### src/rtl/clk_div_monitor.sv
// Health monitor for a divided clock: samples clk_mon in the clkin domain, measures its
// period and high time, asserts locked after LOCK_CNT good periods and keeps a sticky err.
module clk_div_monitor #(
    parameter int DIV      = 5,
    parameter int LOCK_CNT = 4,
    parameter int CW       = 8
) (
    input  logic          clkin,
    input  logic          rst_n,
    input  logic          en,
    input  logic          clk_mon,
    input  logic          err_clr,
    output logic [CW-1:0] period,
    output logic [CW-1:0] high_cnt,
    output logic          meas_valid,
    output logic          locked,
    output logic          err
);
    localparam int            GW      = $clog2(LOCK_CNT + 1);
    localparam logic [CW-1:0] CNT_MAX = {CW{1'b1}};
    localparam logic [CW-1:0] DIV_C   = CW'(DIV);
    localparam logic [CW-1:0] TMO_C   = CW'(2 * DIV);
    localparam logic [CW-1:0] HMIN_C  = CW'(DIV / 2);
    localparam logic [CW-1:0] HMAX_C  = CW'((DIV + 1) / 2);
    localparam logic [GW-1:0] LOCK_C  = GW'(LOCK_CNT);

    typedef enum logic [1:0] {IDLE, ACQUIRE, TRACK, LOCKED} state_t;
    state_t state_reg, state_next;

    // sync_reg[0..2] = s1, s2, s3
    logic [2:0]    sync_reg;
    logic [CW-1:0] pcnt_reg, pcnt_next;
    logic [CW-1:0] hcnt_reg, hcnt_next;
    logic [CW-1:0] period_reg, period_next;
    logic [CW-1:0] high_reg, high_next;
    logic [GW-1:0] gcnt_reg, gcnt_next;
    logic          meas_reg, meas_next;
    logic          locked_reg, locked_next;
    logic          err_reg, err_next;
    logic          rise, good, timeout, err_set;

    assign rise = sync_reg[1] & ~sync_reg[2];
    assign good = (pcnt_reg == DIV_C) && (hcnt_reg >= HMIN_C) && (hcnt_reg <= HMAX_C);
    // ACQUIRE is only ever occupied before its first rise, so it never times out.
    assign timeout = !rise && (pcnt_reg == TMO_C) &&
                     ((state_reg == TRACK) || (state_reg == LOCKED));

    always_comb begin
        state_next  = state_reg;
        pcnt_next   = pcnt_reg;
        hcnt_next   = hcnt_reg;
        gcnt_next   = gcnt_reg;
        period_next = period_reg;
        high_next   = high_reg;
        meas_next   = 1'b0;
        locked_next = locked_reg;
        err_set     = 1'b0;

        if (!en) begin
            state_next  = IDLE;
            pcnt_next   = '0;
            hcnt_next   = '0;
            gcnt_next   = '0;
            locked_next = 1'b0;
        end else begin
            if (state_reg != IDLE) begin
                if (rise) begin
                    pcnt_next = CW'(1);
                    hcnt_next = CW'(1);
                end else begin
                    pcnt_next = (pcnt_reg == CNT_MAX) ? CNT_MAX : pcnt_reg + CW'(1);
                    hcnt_next = (sync_reg[1] && hcnt_reg != CNT_MAX) ? hcnt_reg + CW'(1)
                                                                      : hcnt_reg;
                end
            end

            case (state_reg)
                IDLE: state_next = ACQUIRE;
                ACQUIRE: begin
                    if (rise) begin
                        state_next = TRACK;
                        gcnt_next  = '0;
                    end
                end
                TRACK, LOCKED: begin
                    if (rise) begin
                        period_next = pcnt_reg;
                        high_next   = hcnt_reg;
                        meas_next   = 1'b1;
                        if (!good) begin
                            err_set     = 1'b1;
                            gcnt_next   = '0;
                            locked_next = 1'b0;
                            state_next  = TRACK;
                        end else if (state_reg == TRACK) begin
                            gcnt_next = gcnt_reg + GW'(1);
                            if ((gcnt_reg + GW'(1)) == LOCK_C) begin
                                state_next  = LOCKED;
                                locked_next = 1'b1;
                            end
                        end
                    end else if (timeout) begin
                        err_set     = 1'b1;
                        locked_next = 1'b0;
                        gcnt_next   = '0;
                        state_next  = ACQUIRE;
                    end
                end
                default: state_next = IDLE;
            endcase
        end

        // a fault in the same cycle as err_clr must not be lost
        err_next = err_set ? 1'b1 : (err_clr ? 1'b0 : err_reg);
    end

    always_ff @(posedge clkin or negedge rst_n) begin
        if (!rst_n) begin
            state_reg  <= IDLE;
            sync_reg   <= '0;
            pcnt_reg   <= '0;
            hcnt_reg   <= '0;
            gcnt_reg   <= '0;
            period_reg <= '0;
            high_reg   <= '0;
            meas_reg   <= 1'b0;
            locked_reg <= 1'b0;
            err_reg    <= 1'b0;
        end else begin
            state_reg  <= state_next;
            sync_reg   <= {sync_reg[1:0], clk_mon};
            pcnt_reg   <= pcnt_next;
            hcnt_reg   <= hcnt_next;
            gcnt_reg   <= gcnt_next;
            period_reg <= period_next;
            high_reg   <= high_next;
            meas_reg   <= meas_next;
            locked_reg <= locked_next;
            err_reg    <= err_next;
        end
    end

    assign period     = period_reg;
    assign high_cnt   = high_reg;
    assign meas_valid = meas_reg;
    assign locked     = locked_reg;
    assign err        = err_reg;
endmodule

### config.mk
export PLATFORM = sky130hd
export DESIGN_NAME = clk_div_monitor
export DESIGN_NICKNAME = d
export VERILOG_FILES = /design/src/rtl/clk_div_monitor.sv
export SDC_FILE = /design/constraint.sdc
export NUM_CORES = 1
export LEC_CHECK = 0
export ABC_AREA = 1
export BUFFER_PORTS_ARGS = -buffer_cell sky130_fd_sc_hd__buf_2
export CORE_ASPECT_RATIO = 1.75
export CORE_MARGIN = 4
export CORE_UTILIZATION = 50
export DETAILED_ROUTE_END_ITERATION = 8
export GPL_ROUTABILITY_DRIVEN = 0
export HOLD_SLACK_MARGIN = 0.02
export PLACE_DENSITY_LB_ADDON = 0.1
export SYNTH_ARGS = -nofsm -noshare
export SYNTH_HDL_FRONTEND = slang
export SYNTH_SLANG_ARGS = --single-unit
### constraint.sdc
create_clock -name clkin -period 1.4 [get_ports clkin]
set_input_delay 0.07 -clock clkin [delete_from_list [all_inputs] [get_ports clkin]]
set_output_delay 0.07 -clock clkin [all_outputs]
set_load 0.05 [all_outputs]
==> metrics <==
status=finished, violations left; violated checks=setup timing; Slew Limit Fails=0; crit end category=register; vias in the first global route=between 2k and 2.5k; Area growth, synth to finish=44.67%; synth unique cells=31; Clock Path Buffers=2; Worst Reg-to-Reg Cells=12; compound-gate portion of the synthesized area=0.1306; max-cap violation count=0; Flop pwr share=0.317; CTS Buf Count=5; RSZ-0062 raised after global routing=true; H-tree levels=2; Slew headroom=0.7497; CP Launch Type=register; vias per inst=about 5.2; WS Path Type=register to register; routed wire length per instance=14.58 µm; GRT overflow=0; fillers=between 300 and 400; skew final=~7.9 ps; prevailing post-synth register cell=dfrtp_1; Tot Pwr=roughly 5.4 mW; # setup viols final=22; Die Wd=61.56 µm; NetSw=between 2 and 2.5 mW; Core Box Area=~4800 µm²; XOR/XNOR Fraction of Synth Area=0.003490; Final Hold Viols=0; Peak Freq=slightly above 0.6 GHz; CTS tree=done; WHS Path Cells=3; Reg clk slew, reported paths=80 ps; worst slack at placement=-187.4 ps; CP arrival=1860 ps; first-pass GRT wire length=approximately 10000 µm; placed wire-length estimate=~4400 µm; commonest non-fill, non-tap cell in the layout=buf_4; share of post-route cells with drive strength above 1=0.4988; drt drc=0; #FFs+latches synth=43; power density relative to cell area=around 1500 nW/µm²; switching share of power=0.4232; commonest cells after routing, fill and taps aside=67 x buf_4, 59 x nand2_1, 42 x dfrtp_1; WP data required=between 1500 and 2000 ps; post-synthesis mux area share=0; diodes inserted=0; Warnings, synthesis=0; Root Buffer=clkbuf_8; leak pwr=approximately 1.8 nW; num rows=33; Simple-Gate Fraction of Synth Area=0.3325; worst skew pair latency=roughly 300 ps; Hold Path Class=input pin to register; largest family of logic cells by synthesized area=simple AND/OR/NAND/NOR gates; DRT antenna net count=0; Post-Synth Adder-Cell Area=0.03490; Syn Nets=316; period utilisation layout=1.163; VDD IR max=between 1.5 and 2 mV; Int Pwr=between 3 and 4 mW; mapped cell area=roughly 2500 µm²; Routed WL=between 6000 and 7000 µm; Die ar.=about 6300 µm²; Cells after Synth=304; worst setup margin=-228.5 ps; initial core utilization=0.5240; drt first pass iters=4; CP Max Fanout=6; min Tclk post-route=around 1600 ps; Total Routing Usage GR=0.2164; CTS Sinks=43; Slew @ Worst Pin=between 300 and 400 ps; syn avg cell area=between 8 and 9 µm²; EDFF count, synth=0; Logic pwr share=0.471; Vias=2416; initial antenna violation count=0; die height=101.7 µm; ys async rst share=1.000; pin count of the biggest net entering global routing=26; Initial DRC Count=between 100 and 150; flop2flop setup slack=-230 ps; share of the yosys chip area belonging to registers=0.4287; Clock power frac=0.211; # IOs=24; Final nets=420; IO Port Bufs=23
==> power groups by stage <==
stage,registers [mW],clock network (mW),logic [mW]
after global routing,1.76,1.21,2.75
after global placement,1.73,0,2.26
after detailed placement,1.74,0,2.27
final,1.72,1.15,2.56
after CTS,1.72,1.17,2.38
after floorplan,2.45,0,0.891
==> cells in the mapped netlist (2+ instances only) <==
cell      count  area (µm²)
nand2_4       2       22.52
nor2_4        5       56.30
inv_2         9       33.78
nand3_1      21       105.1
o21ai_2      19       166.4
o211ai_1      3       22.52
ha_1          7       87.58
nor2_2        5       31.28
buf_2         2       10.01
dfrtp_1      43        1076
a21oi_1       4       20.02
o21ai_1       6       30.03
nor2_1       32       120.1
nand2_1      64       240.2
nor3_1        3       15.01
buf_6         3       33.78
o21ai_0      12       60.06
inv_1        26       97.59
nand4_1       5       31.28
nand3b_1      2       15.01
nand2_2      21       131.4
==> metrics by stage <==
stage | setup TNS, ps | hold WS (ps) | std cells | cell area [µm²] | util
floorplan | -359.5 | -225.6 | 304 | 2555 | -
global placement | -1392 | -6.484 | 428 | 3109 | 0.6492
detailed placement | -1627 | 1.481 | 428 | 3109 | 0.6492
CTS | -1439 | 169.1 | 444 | 3367 | 0.7030
global route | -5321 | 165.4 | 461 | 3631 | 0.7581
finish | -2564 | 166.6 | 461 | 3631 | 0.7581
==> cells by family (layout without fill, tap and decap cells) <==
kind of cell	count (synthesis)	after routing
and+or+nand+nor	166	167
AOI/OAI and AO/OA	47	47
DFF	43	43
buffers and inverters	40	144
adders and majority gates	7	7
xor gates and xnor gates	1	1
==> metal layers <==
metal | routed length (µm) | track usage | up-vias
met3 | 250 | 0.03444 | 16
met2 | 3739 | 0.4019 | 65
met4 | 197 | 0.08987 | 0
li1 | - | - | 1183
met1 | 2533 | 0.2280 | 1152
met5 | 0 | 0 | -
==> worst max-delay path: stages, from the launching register on <==
cell and delay [ps]:
dfrtp_1 420, inv_2 90, ha_4 130, inv_2 30, nor2_2 90, nand2_2 90
nor2_4 150, nand3_4 100, nor2_4 160, nand2_2 80, nand2_4 120, nand2_2 70
o21ai_2 50
==> area by class of cell <==
class	instances	area [µm²]	area share
Clock buffer	6	72.57	0.01999
Clock inverter	2	60.06	0.01654
Inverter	35	138.9	0.03825
Multi-Input combinational cell	222	1443	0.3973
Sequential cell	43	1077	0.2967
Tap cell	52	65.06	0.01792
Timing Repair Buffer	101	774.5	0.2133
==> final timing paths <==
check / start / to
worst max-delay path: pcnt_reg[1]$_DFFE_PN0P_ / gcnt_reg[2]$_DFFE_PN0P_
worst min-delay path: en / pcnt_reg[0]$_DFFE_PN0P_
worst max register to register: pcnt_reg[1]$_DFFE_PN0P_ / gcnt_reg[2]$_DFFE_PN0P_
worst min register to register: sync_reg[0]$_DFF_PN0_ / sync_reg[1]$_DFF_PN0_
max in group asynchronous: rst_n / pcnt_reg[0]$_DFFE_PN0P_
min in group asynchronous: rst_n / high_cnt[2]$_DFFE_PN0P_
==> what timing repair did <==
action                                  4_1_cts  5_1_grt
pin swaps                                     7       14
hold buffers                                  3        0
buffers inserted                              5       14
gates cloned                                  1        3
endpoints found under the hold margin        16        0
gates resized for setup                      17       32
endpoints found under the setup margin       20       39
No activity file was read; power rests on OpenSTA's default activity.
